==> config.mk <==
export PLATFORM = sky130hd
export DESIGN_NAME = mem_arbiter_flat
export DESIGN_NICKNAME = d
export VERILOG_FILES = /design/src/rtl/mem_arbiter_pkg.sv /design/src/rtl/mem_arbiter_if.sv /design/src/rtl/mem_arbiter.sv /design/src/flat_wrapper.sv
export SDC_FILE = /design/constraint.sdc
export NUM_CORES = 1
export LEC_CHECK = 0
export BUFFER_PORTS_ARGS = -buffer_cell sky130_fd_sc_hd__buf_2
export CAP_MARGIN = 40
export CORE_AREA = 3 3 331 333
export CTS_CLUSTER_SIZE = 25
export DETAILED_ROUTE_END_ITERATION = 8
export DIE_AREA = 0 0 334 336
export SLEW_MARGIN = 20
export SYNTH_ARGS = -nofsm -noshare
export SYNTH_HDL_FRONTEND = slang
export SYNTH_SLANG_ARGS = --single-unit
==> constraint.sdc <==
create_clock -name clk -period 1.38 [get_ports clk]
set_input_delay 0.069 -clock clk [delete_from_list [all_inputs] [get_ports clk]]
set_output_delay 0.069 -clock clk [all_outputs]
set_load 0.03 [all_outputs]
==> src/rtl/mem_arbiter_pkg.sv <==
// rtl/mem_arbiter_pkg.sv - shared types and widths for the I/D-cache memory arbiter
//
// Purpose: state encodings, requester IDs, bus widths and the round-robin
// tie-break helper used by the arbiter and its bus interface.
// Ports: none (package).
package mem_arbiter_pkg;

  localparam int MEM_ADDR_W = 28;   // 16-byte line address
  localparam int MEM_DATA_W = 128;  // one cache line per beat

  typedef enum logic [1:0] {
    IDLE    = 2'd0,
    GNT_I   = 2'd1,
    GNT_D   = 2'd2,
    RELEASE = 2'd3
  } arb_state_t;

  typedef enum logic {
    REQ_I = 1'b0,
    REQ_D = 1'b1
  } req_id_t;

  // Winner among the pending requesters. On a tie the requester that was not
  // served last wins, so neither cache can monopolise the memory port.
  function automatic req_id_t pick_winner(logic req_i, logic req_d, req_id_t last);
    if (req_i && req_d)
      return (last == REQ_I) ? REQ_D : REQ_I;
    else if (req_d)
      return REQ_D;
    else
      return REQ_I;
  endfunction

  function automatic arb_state_t grant_state(req_id_t id);
    return (id == REQ_D) ? GNT_D : GNT_I;
  endfunction

endpackage

==> src/rtl/mem_arbiter_if.sv <==
// rtl/mem_arbiter_if.sv - one memory-side request/response port
//
// Purpose: bundles the read/write request and the rdata/ready response of a
// single memory port. Used for the I-cache side, the D-cache side and the
// main-memory side of the arbiter.
// Ports (signals):
//   read, write  request strobes, held by the requester until ready
//   addr, wdata  request address and write data
//   rdata        read data returned to the requester
//   ready        one-cycle completion pulse
// Modports: master drives the request, slave answers it.
interface mem_arbiter_if;
  import mem_arbiter_pkg::*;

  logic                  read;
  logic                  write;
  logic [MEM_ADDR_W-1:0] addr;
  logic [MEM_DATA_W-1:0] wdata;
  logic [MEM_DATA_W-1:0] rdata;
  logic                  ready;

  modport master (output read, write, addr, wdata, input rdata, ready);
  modport slave  (input read, write, addr, wdata, output rdata, ready);

endinterface

==> src/rtl/mem_arbiter.sv <==
// rtl/mem_arbiter.sv - round-robin arbiter sharing main memory between I- and D-cache
//
// Purpose: grants the single memory port to one cache miss path at a time and
// holds the grant for the whole transaction. A dead RELEASE cycle follows each
// transaction so the finished cache can drop its request.
// Ports:
//   clk       rising-edge clock
//   rst_n     asynchronous active-low reset
//   i_port    slave port facing the I-cache miss path
//   d_port    slave port facing the D-cache miss path
//   mem_port  master port facing main memory
//   arb_busy  high whenever the FSM is not in IDLE (debug)
module mem_arbiter
  import mem_arbiter_pkg::*;
(
  input  logic          clk,
  input  logic          rst_n,
  mem_arbiter_if.slave  i_port,
  mem_arbiter_if.slave  d_port,
  mem_arbiter_if.master mem_port,
  output logic          arb_busy
);

  arb_state_t state;
  req_id_t    last_gnt;
  req_id_t    idle_winner;
  logic       req_i;
  logic       req_d;

  assign req_i       = i_port.read | i_port.write;
  assign req_d       = d_port.read | d_port.write;
  assign idle_winner = pick_winner(req_i, req_d, last_gnt);

  always_ff @(posedge clk or negedge rst_n) begin
    if (!rst_n) begin
      state    <= IDLE;
      last_gnt <= REQ_I;
      arb_busy <= 1'b0;
    end else begin
      case (state)
        IDLE: begin
          if (req_i || req_d) begin
            state    <= grant_state(idle_winner);
            arb_busy <= 1'b1;
          end
        end
        GNT_I: begin
          // No timeout: the grant is held until memory completes.
          if (mem_port.ready) begin
            last_gnt <= REQ_I;
            state    <= RELEASE;
          end
        end
        GNT_D: begin
          if (mem_port.ready) begin
            last_gnt <= REQ_D;
            state    <= RELEASE;
          end
        end
        RELEASE: begin
          state    <= IDLE;
          arb_busy <= 1'b0;
        end
        default: begin
          state    <= IDLE;
          arb_busy <= 1'b0;
        end
      endcase
    end
  end

  // Grant-selected mux. Outside a grant everything is zero, which also keeps
  // a stray mem_ready in IDLE/RELEASE from reaching either cache.
  always_comb begin
    mem_port.read  = 1'b0;
    mem_port.write = 1'b0;
    mem_port.addr  = '0;
    mem_port.wdata = '0;
    i_port.rdata   = '0;
    i_port.ready   = 1'b0;
    d_port.rdata   = '0;
    d_port.ready   = 1'b0;
    case (state)
      GNT_I: begin
        mem_port.read  = i_port.read;
        mem_port.write = i_port.write;
        mem_port.addr  = i_port.addr;
        mem_port.wdata = i_port.wdata;
        i_port.rdata   = mem_port.rdata;
        i_port.ready   = mem_port.ready;
      end
      GNT_D: begin
        mem_port.read  = d_port.read;
        mem_port.write = d_port.write;
        mem_port.addr  = d_port.addr;
        mem_port.wdata = d_port.wdata;
        d_port.rdata   = mem_port.rdata;
        d_port.ready   = mem_port.ready;
      end
      default: ;
    endcase
  end

`ifndef SYNTHESIS
  // A granted cache must keep requesting until its ready pulse.
  a_i_held: assert property (@(posedge clk) disable iff (!rst_n)
    (state == GNT_I) |-> req_i);
  a_d_held: assert property (@(posedge clk) disable iff (!rst_n)
    (state == GNT_D) |-> req_d);
  // Read and write together from one cache is illegal; it is still forwarded.
  a_i_rw: assert property (@(posedge clk) disable iff (!rst_n)
    !(i_port.read && i_port.write));
  a_d_rw: assert property (@(posedge clk) disable iff (!rst_n)
    !(d_port.read && d_port.write));
`endif

endmodule
==> src/flat_wrapper.sv <==
// flat-port wrapper written by rule: the top's interface ports become plain ports
module mem_arbiter_flat import mem_arbiter_pkg::*;
  (clk, rst_n, arb_busy, i_port_read, i_port_write, i_port_addr, i_port_wdata, i_port_rdata, i_port_ready, d_port_read, d_port_write, d_port_addr, d_port_wdata, d_port_rdata, d_port_ready, mem_port_read, mem_port_write, mem_port_addr, mem_port_wdata, mem_port_rdata, mem_port_ready);
  mem_arbiter_if i_port_i ();
  mem_arbiter_if d_port_i ();
  mem_arbiter_if mem_port_i ();
  input  logic clk;
  input  logic rst_n;
  output logic arb_busy;
  input wire logic [$bits(i_port_i.read)-1:0] i_port_read;
  input wire logic [$bits(i_port_i.write)-1:0] i_port_write;
  input wire logic [$bits(i_port_i.addr)-1:0] i_port_addr;
  input wire logic [$bits(i_port_i.wdata)-1:0] i_port_wdata;
  output wire logic [$bits(i_port_i.rdata)-1:0] i_port_rdata;
  output wire logic [$bits(i_port_i.ready)-1:0] i_port_ready;
  input wire logic [$bits(d_port_i.read)-1:0] d_port_read;
  input wire logic [$bits(d_port_i.write)-1:0] d_port_write;
  input wire logic [$bits(d_port_i.addr)-1:0] d_port_addr;
  input wire logic [$bits(d_port_i.wdata)-1:0] d_port_wdata;
  output wire logic [$bits(d_port_i.rdata)-1:0] d_port_rdata;
  output wire logic [$bits(d_port_i.ready)-1:0] d_port_ready;
  output wire logic [$bits(mem_port_i.read)-1:0] mem_port_read;
  output wire logic [$bits(mem_port_i.write)-1:0] mem_port_write;
  output wire logic [$bits(mem_port_i.addr)-1:0] mem_port_addr;
  output wire logic [$bits(mem_port_i.wdata)-1:0] mem_port_wdata;
  input wire logic [$bits(mem_port_i.rdata)-1:0] mem_port_rdata;
  input wire logic [$bits(mem_port_i.ready)-1:0] mem_port_ready;
  assign i_port_i.read = i_port_read;
  assign i_port_i.write = i_port_write;
  assign i_port_i.addr = i_port_addr;
  assign i_port_i.wdata = i_port_wdata;
  assign i_port_rdata = i_port_i.rdata;
  assign i_port_ready = i_port_i.ready;
  assign d_port_i.read = d_port_read;
  assign d_port_i.write = d_port_write;
  assign d_port_i.addr = d_port_addr;
  assign d_port_i.wdata = d_port_wdata;
  assign d_port_rdata = d_port_i.rdata;
  assign d_port_ready = d_port_i.ready;
  assign mem_port_read = mem_port_i.read;
  assign mem_port_write = mem_port_i.write;
  assign mem_port_addr = mem_port_i.addr;
  assign mem_port_wdata = mem_port_i.wdata;
  assign mem_port_i.rdata = mem_port_rdata;
  assign mem_port_i.ready = mem_port_ready;
  mem_arbiter u_core (.clk(clk), .rst_n(rst_n), .i_port(i_port_i), .d_port(d_port_i), .mem_port(mem_port_i), .arb_busy(arb_busy));
endmodule
# After elaboration in Yosys (flattened, before gate mapping)
# Index checks and enable logic that the tools add are counted.
[totals]
word_cells = 41
latch_bits = 0
output_inout_bits = 417
mem_count = 0
ramBits = 0
input_bits = 447
romBits = 0
register_bits = 4
[op_classes]
div = 0
reduce_logical = 9
mul = 0
n_lt_le_gt_ge = 0
n_eq_ne = 7
addsub = 0
bitwise = 2
shifts = 0
mux = 20
[op_table]
columns = ["op", "n"]
rows = [
  ["2-to-1 mux 128 bit", 2],
  ["case mux 128 bit (2 select lines)", 1],
  ["case mux 28 bit (2 select lines)", 1],
  ["2-to-1 mux 1 bit", 8],
  ["case mux 1 bit (2 select lines)", 4],
  ["2-to-1 mux 2 bit", 3],
  ["case mux 2 bit (3 select lines)", 1],
  ["equality test 2 bit, second input constant", 2],
  ["!= test 2 x 1 -> 1 bit, second input constant", 2],
  ["!= test 2 bit, second input constant", 2],
  ["AND reduction 2 bit", 2],
  ["nonzero test 2 bit", 2],
  ["AND reduction 3 bit", 1],
  ["equality test 2 x 1 -> 1 bit, second input constant", 1],
  ["logical NOT 2 bit", 1],
  ["bitwise OR 1 bit", 2],
  ["OR reduction 2 bit", 1],
  ["logical AND 1 bit", 1],
  ["logical OR 1 bit", 1],
]

# Logic depth before layout (Yosys ltp)
# Gate-level depths: netlist of run 1.
[logic_depth]
word_depth = 6
ltp_mapped = 7
mapped_depth_nobuf = 5

# Worst setup path before layout of run 1
# No wires, ideal clock.
[synth_path]
path_kind = "register -> output"
from = "register u_core.state[0]"
to = "output mem_port_addr[11]"
slack_ns = -0.289
stages_incl_launch_ff = 6
path_buffers = 2
required_ns = 1.311
arrival_ns = 1.600
cell_sequence = "dfrtp_1 > inv_1 > ha_1 > buf_4 > buf_2 > nor2b_1"
[synth_between]
elab_chain_len = 2
elab_cells_between_ends = 3
classes_between = "eq/ne: 2; mux: 1"
[synth_lines]
columns = ["element", "line_no", "text"]
rows = [
  ["from (decl)", "mem_arbiter.sv:24", "arb_state_t state;"],
  ["from (signal assigned)", "mem_arbiter.sv:43", "state <= grant_state(idle_winner);"],
  ["equality test 2 bit / equality test 2 x 1 -> 1 bit (equally long branches)", "mem_arbiter.sv:83", "case (state)"],
  ["case mux 28 bit (2 select lines) *", "mem_arbiter.sv:83", ""],
  ["to (decl)", "flat_wrapper.sv:24", "output wire logic [$bits(mem_port_i.addr)-1:0] mem_port_addr;"],
]
# Every way passes the cells marked *; elsewhere a longest branch is shown, timed or not.

# Final worst setup path of run 1
[layout_path]
from = "register u_core.state[0]"
to = "output mem_port_wdata[104]"
[layout_between]
elab_chain_len = 2
elab_cells_between_ends = 3
classes_between = "eq/ne: 2; mux: 1"
[layout_lines]
columns = ["element", "line_no", "text"]
rows = [
  ["equality test 2 bit / equality test 2 x 1 -> 1 bit (equally long branches)", "mem_arbiter.sv:83", ""],
  ["case mux 128 bit (2 select lines) *", "mem_arbiter.sv:83", ""],
  ["to (decl)", "flat_wrapper.sv:25", "output wire logic [$bits(mem_port_i.wdata)-1:0] mem_port_wdata;"],
]
# Marks and branches as above.

==> flow_metrics.py, run 1 <==
metrics = {
    "clock_network": {
        "cts_root_buffer": "clkbuf_16",
        "cts_tree": "done",
        "numCtsBuffers": 3,
        "cts_buffer_depth": 2,
        "clock_latency_ns": 0.23,
        "clkSlewWorstSetupHoldPaths_ns": 0.03,
        "cts_sinks": 4,
        "htreeDepth": 1,
    },
    "floorplanning": {
        "ios": 864,
        "die_h_um": 336,
        "core_um2": 107000,
        "rows": 120,
        "dieArea_um2": 112000,
        "initial_core_util_pct": 4.49,
        "die_w_um": 334,
    },
    "setup_path": {
        "worstPathRequired_ns": 1.31,
        "cp_max_fo": 11,
        "crit_path_top_delay_cell": "dfrtp_1",
        "crit_top_cell": "buf_4",
        "r2r_start": "u_core.state[0]$_DFFE_PN0P_",
        "rr_worst_depth": 9,
        "critPathLaunchType": "register",
        "cp_num_cells": 7,
        "r2r_slack_ns": -0.45,
        "cp_cell_sequence": "buf_4, ha_4, buf_4, clkbuf_16, a22oi_1, nor2b_2, buf_12",
        "critical_path.max_stage_delay_ns": 0.40,
        "critical_path_arrival_ns": 1.96,
        "worstSetupPathType": "register to primary output",
        "cp_num_buf_inv": 4,
        "end_kind": "primary output",
        "worstReg2RegEnd": "u_core.state[1]$_DFFE_PN0P_",
        "crit_family": "buffers and inverters",
    },
    "place": {
        "gp_congestion": 0.936,
        "dp_hpwl_mm": 60.7,
        "port_buffers": 863,
    },
    "routing": {
        "drc": 0,
        "vias": 9575,
        "first_pass_iters": 6,
        "drtIter0Drc": 434,
        "detail-route-antenna-nets": 0,
        "avgViaCountPerCell": 3.14,
        "wl_per_cell_um": 24.7,
        "drt-total-wl_mm": 75.6,
    },
    "sta": {
        "fin_tns_setup_ns": -234.49,
        "tightest_slew_ns": 0.399,
        "grt_setup_unrepaired": "true",
        "holdWs_ns": 0.205,
        "final-hold-violation-count": 0,
        "worst_slack_ns": -0.645,
        "max_clock_freq_ghz": 0.494,
        "relSlewSlack_pct": 73.4,
        "finalClockSkew_ns": 0.00242,
        "slew_violations": 0,
        "setup_viol": 419,
        "min_period_ns": 2.03,
        "finalCritPeriodShare_pct": 147,
    },
    "power": {
        "p_leak_nw": 7.51,
        "peakVddDrop_uv": 1620,
        "powerDensity_nw_per_um2": 2870,
    },
    "global_route": {
        "grt_overflow": 0,
        "track_usage_pct": 11.1,
        "antenna_found_initial": 68,
        "grt_pass1_vias": 8695,
        "grt_pass1_wl_mm": 82.9,
        "grt_max_degree": 51,
    },
    "flow_run": {
        "cap_violations": 0,
    },
    "logic_synthesis": {
        "seq_area_frac_synth_pct": 2.09,
        "yosysTopAreaCellShare_pct": 33.6,
        "synth_cell_types": 29,
        "synth.area.top_cells": "and2_1, a22oi_1, nor2b_1",
        "yosys_warnings": 0,
        "synth_top_area_cell": "and2_1",
        "syn_avg_cell_area_um2": 6.98,
        "synth-seq-cells": 4,
        "synthesis.area_um2": 4800,
        "syn_nets": 1139,
        "syn_inst": 687,
    },
    "final_layout": {
        "syn_to_final_growth_pct": 229,
        "fin_util_pct": 14.8,
        "nets": 2090,
        "fillers": 12100,
        "drive_gt1_share_pct": 87.1,
    },
    "worst_hold_path": {
        "min-delay-start": "mem_port_ready",
        "hold_end": "u_core.last_gnt$_DFFE_PN0P_",
        "holdPathStages": 3,
        "hold_path_class": "input port to register",
    },
    "status": {
        "status": "finished, violations left",
        "violations": "setup timing",
    },
}
[layout by cell type (no fill, tap or decap), types with 2 or more instances in the layout]
| master | instances |
|---|---|
| buf_8 | 10 |
| buf_16 | 9 |
| bufbuf_16 | 3 |
| ha_4 | 4 |
| inv_1 | 2 |
| clkbuf_16 | 29 |
| nand3_1 | 2 |
| and2_2 | 128 |
| and2_4 | 6 |
| buf_6 | 114 |
| dfrtp_1 | 3 |
| inv_4 | 2 |
| nor2b_1 | 2 |
| and2_1 | 124 |
| a21boi_0 | 2 |
| diode_2 | 13 |
| buf_4 | 90 |
| a22oi_1 | 63 |
| buf_2 | 693 |
| nor2b_2 | 55 |
| nor2b_4 | 103 |
| a22oi_2 | 95 |
| buf_12 | 80 |
[stage by stage]
step	power, W	area (um^2)	instances	worst slack (ns)
after floorplan	0.0195	5580	687	-0.111
after global placement	0.0329	12800	2963	-0.648
after detailed placement	0.0330	12800	2963	-0.658
after CTS	0.0359	13500	2977	-0.651
after global routing	0.0472	15800	3047	-0.707
final	0.0452	15800	3053	-0.645
[synth_stat cells]
cell / count
a21boi_0: 2
a22oi_1: 138
a22oi_2: 20
and2_1: 258
buf_12: 1
buf_2: 20
buf_4: 4
buf_6: 26
buf_8: 1
clkbuf_1: 7
clkbuf_2: 22
dfrtp_1: 4
ha_1: 5
inv_1: 4
mux2i_1: 1
nand2_1: 1
nand2b_1: 1
nand3_1: 2
nor2_1: 1
nor2b_1: 160
nor3b_1: 1
nor3b_2: 1
nor4_2: 1
o2111ai_1: 1
o21ai_0: 1
o21ai_1: 1
o2bb2ai_1: 1
o32a_1: 1
or2_2: 1
[worst min-delay path: stages]
cell     delay, ns
buf_2         0.18
nand2_1       0.09
o21ai_1       0.05
[power breakdown]
part,switching [W],internal (W)
Sequential,0.0000662,0.000179
Clock,0.0000981,0.000383
Combinational,0.0236,0.0209
Total,0.0238,0.0214
[what timing repair did]
action / 4_1_cts / 5_1_grt
gates resized for setup: 116 / 353
buffers inserted: 3 / 31
hold buffers: 1 / 0
pin swaps: 5 / 30
gates cloned: 6 / 33
hold endpoints to repair: 4 / 0
endpoints found under the setup margin: 419 / 419
[layer usage]
metal  vias up  GRT usage, %  routed length, um
li1       4271             -                  -
met1      4447          14.0              31100
met2       678          18.2              34700
met3       135          4.02               7530
met4        44          1.89               1950
met5         -             0                271
[kinds of logic (layout without fill, tap and decap cells)]
logic type	Yosys count	after routing	synth area share [%]
multiplexers	1	1	0.209
adder cells (fa/ha/maj)	5	5	1.30
flip-flops	4	4	2.09
other	0	13	0
AND/OR/NAND/NOR	427	427	55.8
AO/OA/AOI/OAI	165	165	27.9
buffers and inverters	85	1035	12.7
[registers in the layout (all words and copies together), names as in the netlist]
| name | flops |
|---|---|
| u_core.last_gnt | 1 |
| u_core.arb_busy | 1 |
| u_core.state | 2 |
[area by class of cell]
class                      instances  area, um^2  area share, %
tap                             1403        1760           11.1
antenna                           13        32.5          0.206
timing repair buffer            1027        8190           51.9
clock buffer                       4        78.8          0.499
sequential                         4         101          0.642
multi-input combinational        598        5600           35.5
inverter                           4        20.0          0.127
[worst max path at each step]
stage                                 from                   to  slack [ns]
2_1_floorplan  u_core.state[1]$_DFFE_PN0P_   mem_port_wdata[11]       -0.11
3_3_place_gp   u_core.state[0]$_DFFE_PN0P_   mem_port_wdata[94]       -0.65
3_5_place_dp   u_core.state[0]$_DFFE_PN0P_   mem_port_wdata[94]       -0.66
4_1_cts        u_core.state[0]$_DFFE_PN0P_   mem_port_wdata[94]       -0.65
5_1_grt        u_core.state[1]$_DFFE_PN0P_   mem_port_wdata[94]       -0.71
6_report       u_core.state[0]$_DFFE_PN0P_  mem_port_wdata[104]       -0.65
No activity file was read; power rests on OpenSTA's default activity.
==> inputs of run 2 (changes only) <==
Settings changed: CELL_PAD_IN_SITES_DETAIL_PLACEMENT set to 1, CELL_PAD_IN_SITES_GLOBAL_PLACEMENT set to 1, CORE_AREA 3 3 331 333 to 3 3 339 341, DIE_AREA 0 0 334 336 to 0 0 342 344, PLACE_DENSITY_LB_ADDON set to 0.1, SETUP_SLACK_MARGIN set to 0.1.
==> flow_metrics.py, run 2 (synthesis gave the netlist of run 1 again) <==
metrics = {
    "global_route": {
        "grt_overflow": 0,
        "track_usage_pct": 9.52,
        "grt_max_degree": 53,
        "grt_pass1_vias": 9574,
        "antenna_found_initial": 39,
        "grt_pass1_wl_mm": 79.4,
    },
    "clock_network": {
        "cts_buffer_depth": 2,
        "cts_tree": "done",
        "cts_root_buffer": "clkbuf_16",
        "clkSlewWorstSetupHoldPaths_ns": 0.03,
        "cts_sinks": 4,
        "htreeDepth": 1,
        "numCtsBuffers": 3,
        "clock_latency_ns": 0.22,
    },
    "final_layout": {
        "largest_reg_flops": 2,
        "syn_to_final_growth_pct": 249,
        "final_area_um2": 16800,
        "fillers": 13200,
        "regArea_um2": 103,
        "final_cell_mix": "buf_2, buf_6, and2_1",
        "fin_cells": 3119,
        "nets": 2064,
        "regMostFlops": "u_core.state",
        "layout_commonest_cell": "buf_2",
        "drive_gt1_share_pct": 87.2,
        "multi_input_area_um2": 5840,
        "top_regs": "u_core.state x2, u_core.arb_busy x1, u_core.last_gnt x1",
        "fin_util_pct": 14.9,
    },
    "setup_path": {
        "critical_path_arrival_ns": 1.85,
        "cp_max_fo": 9,
        "critPathLaunchType": "register",
        "end_kind": "primary output",
        "worstSetupPathType": "register to primary output",
        "worstPathRequired_ns": 1.31,
        "rr_worst_depth": 5,
    },
    "power": {
        "power.total_w": 0.0457,
        "p_int_w": 0.0230,
        "p_leak_nw": 7.58,
        "peakVddDrop_uv": 870,
        "combPwrFrac_pct": 98.4,
        "power_frac_clock_pct": 1.0,
        "swShare_pct": 49.7,
        "p_switching_w": 0.0227,
        "powerDensity_nw_per_um2": 2730,
        "sequentialPowerShare_pct": 0.6,
    },
    "floorplanning": {
        "core_um2": 112000,
        "dieArea_um2": 118000,
        "ios": 864,
        "die_w_um": 342,
        "rows": 123,
        "die_h_um": 344,
        "initial_core_util_pct": 4.28,
    },
    "sta": {
        "setup_viol": 419,
        "min_period_ns": 1.92,
        "relSlewSlack_pct": 74.4,
        "max_clock_freq_ghz": 0.520,
        "finalClockSkew_ns": 0.00115,
        "final-hold-violation-count": 0,
        "slew_violations": 0,
        "tightest_slew_ns": 0.383,
        "grt_setup_unrepaired": "true",
        "worst_slack_ns": -0.543,
        "fin_tns_setup_ns": -175.27,
        "finalCritPeriodShare_pct": 139,
    },
    "routing": {
        "first_pass_iters": 4,
        "detail-route-antenna-nets": 0,
        "drc": 0,
        "vias": 9166,
        "avgViaCountPerCell": 2.94,
        "drt-total-wl_mm": 64.4,
        "wl_per_cell_um": 20.7,
        "drtIter0Drc": 171,
    },
    "status": {
        "violations": "setup timing",
        "status": "finished, violations left",
    },
    "flow_run": {
        "cap_violations": 0,
    },
    "worst_hold_path": {
        "holdPathStages": 3,
        "hold_path_class": "input port to register",
    },
    "place": {
        "gp_congestion": 0.856,
        "dpl.cell_count": 3034,
        "port_buffers": 863,
        "dp_hpwl_mm": 50.1,
        "placed_area_um2": 11800,
    },
}
-- run 2: changes by cell type in the layout (fill, tap and decap cells not counted), moves of 53 or more --
cell,change
buf_12,-53
and2_2,-128
clkbuf_4,+53
buf_6,+159
buf_2,-188
and2_4,+106
-- run 2: through the flow --
step	worst slack [ns]	hold slack, ns
2_1_floorplan	-0.111	-0.227
3_3_place_gp	-0.694	-0.103
3_5_place_dp	-0.639	-0.102
4_1_cts	-0.569	0.188
5_1_grt	-0.609	0.221
6_report	-0.543	0.168
-- run 2: per-layer routing --
metal  up-vias  part of all wire [%]  track usage, %
met3        59                   8.6            3.41
met4        34                  0.91            1.07
met5         -                  0.33               0
met2       493                    55            19.1
met1      4372                    35            9.53
li1       4208                     -               -
-- run 2: power by group through the flow --
| stage | Sequential, W | Combinational (W) | Clock (W) |
|---|---|---|---|
| 6_report | 0.000263 | 0.0450 | 0.000460 |
| 5_1_grt | 0.000275 | 0.0474 | 0.000485 |
| 4_1_cts | 0.000261 | 0.0404 | 0.000469 |
| 3_5_place_dp | 0.000254 | 0.0293 | 0 |
| 3_3_place_gp | 0.000251 | 0.0294 | 0 |
| 2_1_floorplan | 0.000257 | 0.0191 | 0 |
-- run 2: path summary, 6_finish.rpt --
check                                             from                     endpoint  slack (ns)
max                        u_core.state[1]$_DFFE_PN0P_           mem_port_wdata[85]       -0.54
min                                     mem_port_ready  u_core.last_gnt$_DFFE_PN0P_        0.17
max reg2reg                u_core.state[1]$_DFFE_PN0P_  u_core.state[1]$_DFFE_PN0P_       -0.17
min reg2reg                u_core.arb_busy$_DFFE_PN0P_  u_core.arb_busy$_DFFE_PN0P_        0.56
max in group asynchronous                        rst_n  u_core.state[0]$_DFFE_PN0P_        0.95
min in group asynchronous                        rst_n  u_core.state[1]$_DFFE_PN0P_        0.28
-- run 2: what timing repair did --
item                       CTS  global route
gates cloned                20            22
setup buffers               22             9
hold endpoints to repair     4             0
pin swaps                   21            27
setup endpoints to repair  419           419
gates resized for setup    654           399
hold buffers                 1             0
-- run 2: critical path, cell delays in order, from the launching register on --
cell,delay (ns)
dfrtp_2,0.45
inv_4,0.09
ha_4,0.19
buf_12,0.19
buf_12,0.16
clkbuf_16,0.15
a22oi_1,0.07
nor2b_2,0.14
buf_6,0.14
-- run 2: layout make-up --
| cell class | count | area share, % |
|---|---|---|
| Multi-Input combinational cell | 598 | 34.8 |
| Tap cell | 1500 | 11.2 |
| Inverter | 4 | 0.119 |
| Clock buffer | 4 | 0.470 |
| Timing Repair Buffer | 1001 | 52.7 |
| Antenna cell | 8 | 0.119 |
| Sequential cell | 4 | 0.612 |
